===== src/rtl/pipe_skid_stage.sv =====
// pipe_skid_stage: one-entry pipeline register with a skid slot so that in_ready
// is derived purely from registered state (no combinational path from out_ready).
// Latency: 1 cycle input-to-output; full throughput of one transfer per cycle.
// Backpressure: when out_ready drops, one extra entry lands in skid and in_ready falls.
// Ports: clk, rst (sync, active-low), flush;
//        in_valid/in_ready/in_pc/in_instr (upstream), out_valid/out_ready/out_pc/out_instr (downstream);
//        stall_cnt/flush_cnt exist only when macro PIPE_STAGE_CNT_EN is defined.
module pipe_skid_stage #(
  parameter int          WIDTH = 32,
  parameter logic [31:0] NOP   = 32'h0000_0013,
  parameter int          CNT_W = 16
) (
  input  logic             clk,
  input  logic             rst,
  input  logic             flush,
  input  logic             in_valid,
  output logic             in_ready,
  input  logic [WIDTH-1:0] in_pc,
  input  logic [WIDTH-1:0] in_instr,
  output logic             out_valid,
  input  logic             out_ready,
  output logic [WIDTH-1:0] out_pc,
  output logic [WIDTH-1:0] out_instr
`ifdef PIPE_STAGE_CNT_EN
  ,
  output logic [CNT_W-1:0] stall_cnt,
  output logic [CNT_W-1:0] flush_cnt
`endif
);

  typedef enum logic [1:0] {
    EMPTY = 2'd0,
    BUSY  = 2'd1,
    FULL  = 2'd2
  } state_t;

  state_t           r_state;
  state_t           w_state_nxt;
  logic [WIDTH-1:0] r_main_pc;
  logic [WIDTH-1:0] r_main_instr;
  logic [WIDTH-1:0] r_skid_pc;
  logic [WIDTH-1:0] r_skid_instr;

  logic             w_in_xfer;
  logic             w_out_xfer;
  logic [WIDTH-1:0] w_nop;

  assign w_nop      = WIDTH'(NOP);
  assign w_in_xfer  = in_valid & in_ready;
  assign w_out_xfer = out_valid & out_ready;

  // State register
  always_ff @(posedge clk) begin
    if (!rst) begin
      r_state <= EMPTY;
    end else begin
      r_state <= w_state_nxt;
    end
  end

  // Next-state logic; flush overrides every transfer-driven move
  always_comb begin
    w_state_nxt = r_state;
    if (flush) begin
      w_state_nxt = EMPTY;
    end else begin
      unique case (r_state)
        EMPTY: if (w_in_xfer) w_state_nxt = BUSY;
        BUSY: begin
          if (w_in_xfer && !w_out_xfer)      w_state_nxt = FULL;
          else if (!w_in_xfer && w_out_xfer) w_state_nxt = EMPTY;
        end
        FULL:    if (w_out_xfer) w_state_nxt = BUSY;
        default: w_state_nxt = EMPTY;
      endcase
    end
  end

  // Outputs decoded from registered state only
  always_comb begin
    out_valid = (r_state == BUSY) || (r_state == FULL);
    in_ready  = (r_state != FULL);
    out_pc    = out_valid ? r_main_pc    : '0;
    out_instr = out_valid ? r_main_instr : w_nop;
  end

  // Payload storage. Main is only rewritten when its current entry leaves
  // (or there is none), so it holds steady while the consumer stalls.
  always_ff @(posedge clk) begin
    if (!rst) begin
      r_main_pc    <= '0;
      r_main_instr <= '0;
      r_skid_pc    <= '0;
      r_skid_instr <= '0;
    end else if (flush) begin
      r_main_pc    <= '0;
      r_main_instr <= '0;
      r_skid_pc    <= '0;
      r_skid_instr <= '0;
    end else begin
      unique case (r_state)
        EMPTY: begin
          if (w_in_xfer) begin
            r_main_pc    <= in_pc;
            r_main_instr <= in_instr;
          end
        end
        BUSY: begin
          if (w_in_xfer && w_out_xfer) begin
            r_main_pc    <= in_pc;
            r_main_instr <= in_instr;
          end else if (w_in_xfer) begin
            r_skid_pc    <= in_pc;
            r_skid_instr <= in_instr;
          end
        end
        FULL: begin
          if (w_out_xfer) begin
            r_main_pc    <= r_skid_pc;
            r_main_instr <= r_skid_instr;
          end
        end
        default: ;
      endcase
    end
  end

`ifdef PIPE_STAGE_CNT_EN
  logic [CNT_W-1:0] r_stall_cnt;
  logic [CNT_W-1:0] r_flush_cnt;

  // Saturating event counters
  always_ff @(posedge clk) begin
    if (!rst) begin
      r_stall_cnt <= '0;
      r_flush_cnt <= '0;
    end else begin
      if (out_valid && !out_ready && (r_stall_cnt != '1)) begin
        r_stall_cnt <= r_stall_cnt + 1'b1;
      end
      if (flush && (r_flush_cnt != '1)) begin
        r_flush_cnt <= r_flush_cnt + 1'b1;
      end
    end
  end

  assign stall_cnt = r_stall_cnt;
  assign flush_cnt = r_flush_cnt;
`endif

endmodule


===== config.mk =====
export PLATFORM = sky130hd
export DESIGN_NAME = pipe_skid_stage
export DESIGN_NICKNAME = d
export VERILOG_FILES = /design/src/rtl/pipe_skid_stage.sv
export SDC_FILE = /design/constraint.sdc
export NUM_CORES = 1
export LEC_CHECK = 0
export CORE_UTILIZATION = 46
export CTS_CLUSTER_SIZE = 16
export DETAILED_ROUTE_END_ITERATION = 10
export PLACE_DENSITY_LB_ADDON = 0.25
export SYNTH_ARGS = -nofsm -noshare
export SYNTH_HDL_FRONTEND = slang
export SYNTH_SLANG_ARGS = --single-unit

===== constraint.sdc =====
create_clock -name clk -period 1.65 [get_ports clk]
set_input_delay 0.33 -clock clk [delete_from_list [all_inputs] [get_ports clk]]
set_output_delay 0.33 -clock clk [all_outputs]
set_load 0.02 [all_outputs]

==> impl_metrics.ini <==
[floorplan]
io_pins = 135
coreArea_sq_um = 13240
start_util_pct = 47.18
fp.dieH_um = 118.6
die_w_um = 118.6
rows = 42
dieArea_sq_um = 14050

[critical_path]
cp.required_ns = 1.98
critical_path_class = flip-flop to flip-flop
crit_path_start_kind = flip-flop
crit_chain = inv_2 > ha_4 > buf_12 > nand2_8 > o31ai_4 > buf_6 > buf_8 > buf_12 > a21oi_1 > a211oi_1
cp_data_arrival_time_ns = 2.30
worst-path-max-fanout = 20
critPathMaxStageDelay_ns = 0.33
cp-end-kind = flip-flop
crit_top_cell = buf_12
slowest_stage = dfxtp_2

[sta]
finalCriticalPeriod_ns = 1.974
rsz0062_at_grt = yes
max_slew.worst_pin.slew_ns = 0.3859
setup_viol = 195
fin_ws_ns = -0.3239
max_freq_ghz = 0.5066
relSlewSlack_pct = 74.28
finalSetupTns_ns = -40.78
skew_ns = 0.006845
fin_crit_sh_pct = 119.6
slew_violations = 0
hold_violations = 0

[run_status]
violations = negative setup slack
status = complete, but fails checks

[route]
vias_per_cell = 5.482
drt-initial-drc-count = 338
vias = 5548
ant_nets = 0
wl_per_cell_um = 17.67
drt_pass1_iterations = 5
drt_wl_total_um = 17880
drc = 0

[logic_synthesis]
syn_inst = 673
yosysWarningCount = 0
synth_area_leaders = dfxtp_1 42%, a211oi_2 12%, a21oi_1 10%
netlist.top_cell.by_area = dfxtp_1
synth.distinct_cells = 27
avgSynthCellArea_sq_um = 9.285
yosys_register_bits = 130
synth-seq-area-share_pct = 41.65
synth_edf_count = 0
async_reset_ff_share_pct = 0
synth_area_sq_um = 6248
yosys_most_used_dff = dfxtp_1
syn-num-nets = 748
synth_top_cell_area_share_pct = 41.65

[global_routing]
grt_usage_pct = 26.18
antenna_found_initial = 0
grt_max_degree = 56
grt_pass1_vias = 5720
grt_pass1_wl_um = 28810
grt_overflow = 0

[place]
place.gp.congestion = 0.8089
portBuffers = 134
dp_cells = 961
place_hpwl_um = 10690
post_dp_cell_area_sq_um = 8050

[final_layout]
final_cells = 1012
final_cell_area_sq_um = 9220
n_antenna_cell = 0
num-fill-cells = 1021
syn2layout_area_growth_pct = 47.56
drive_gt1_share_pct = 37.20
nets = 898

[pwr]
power_leakage_nw = 3.319
ir_worst_vdd_mv = 0.6547
powerDensity_nw_per_um2 = 948.5

[clock_network]
numCtsBuffers = 17
cts_tree = built
cts.clk_slew.worst_paths_ns = 0.06
cts-htree-levels = 4
clockBufferDepth = 2
clock_latency_ns = 0.42
cts_sinks = 130
root_buffer = clkbuf_16

[hold_path]
hold_path_class = flip-flop to flip-flop

[flow_run]
cap_viol_max_count = 0
flip-flops by register name, summed over array words and instances (netlist names):
name,flops
r_state,2
r_main_pc,32
r_main_instr,32
r_skid_instr,32
r_skid_pc,32
where the power goes:
group | switching, W | leakage, nW | internal [W]
Clock | 0.00136 | 0.304 | 0.00260
Combinational | 0.000738 | 1.96 | 0.000736
Sequential | 0.0000626 | 1.06 | 0.00326
cells in the mapped netlist, types with 6 or more instances:
| cell | instances |
|---|---|
| dfxtp_1 | 130 |
| ha_1 | 6 |
| buf_4 | 8 |
| nand2b_1 | 6 |
| a211oi_2 | 60 |
| and2_1 | 62 |
| buf_6 | 8 |
| a21oi_1 | 128 |
| buf_12 | 6 |
| mux2i_1 | 64 |
| clkbuf_1 | 21 |
| buf_2 | 21 |
| nand2_1 | 129 |
routing by layer:
metal | vias to the layer above | wire length [um] | GRT usage (%)
met5 | - | 0 | 0
met4 | 0 | 361 | 10.44
met3 | 29 | 1033 | 6.371
met2 | 180 | 8801 | 44.19
met1 | 2700 | 7681 | 31.88
li1 | 2639 | - | -
path summary, 6_finish.rpt:
check	start	to	slack (ns)	depth (start not counted)
worst max-delay path	r_state[0]	r_main_pc[28]	-0.32	10
worst min-delay path	r_skid_pc[15]	r_skid_pc[15]	0.45	2
worst max register to register	r_state[0]	r_main_pc[28]	-0.32	10
worst min register to register	r_skid_pc[15]	r_skid_pc[15]	0.45	2
kinds of logic after synthesis:
logic type      synth area share, %
compound gates                24.09
fa+ha+maj                     1.201
buf+inv                       7.509
flops                         41.65
mux                           10.25
simple gates                  15.30
worst max-delay path, delay by kind of cell, from the launching register on:
| family | cells | cell delay (ns) |
|---|---|---|
| buffers and inverters | 5 | 0.64 |
| AOI/OAI and AO/OA | 3 | 0.52 |
| DFF | 1 | 0.33 |
| adders and majority gates | 1 | 0.32 |
| and+or+nand+nor | 1 | 0.06 |
cell type report:
cell class / count / area (sq um) / share of cell area (%)
well taps: 176 / 220.2 / 2.388
repair buffers: 195 / 2337 / 25.35
clock buffers: 22 / 464.2 / 5.035
flip-flops and latches: 130 / 2605 / 28.25
multi-input cells: 475 / 3422 / 37.11
inverters: 4 / 15.01 / 0.1628
clock inverters: 10 / 156.4 / 1.696
placed cells by master (no fill, tap or decap), types with 17 or more instances in the layout:
master,instances
and2_2,58
nand2_1,123
buf_6,62
a211oi_2,61
clkdlybuf4s50_1,68
mux2i_1,64
clkbuf_16,17
dfxtp_1,128
buf_4,30
buf_12,22
a21oi_1,118
what timing repair did:
item,CTS,global route
pin swaps,5,3
resized for setup,382,46
cloned,9,0
setup buffers,8,2
hold buffers,0,0
setup endpoints to repair,196,196
through the flow:
stage	setup WS (ns)	hold slack, ns	util, %	power, W
after floorplan	-0.01128	0.4360	-	0.004141
after global placement	-0.3494	0.4408	60.79	0.004590
after detailed placement	-0.4463	0.4479	60.79	0.004628
after CTS	-0.3058	0.4551	68.51	0.008761
after global routing	-0.3833	0.4683	69.62	0.009038
final	-0.3239	0.4531	69.62	0.008745
No activity file was read; power rests on OpenSTA's default activity.
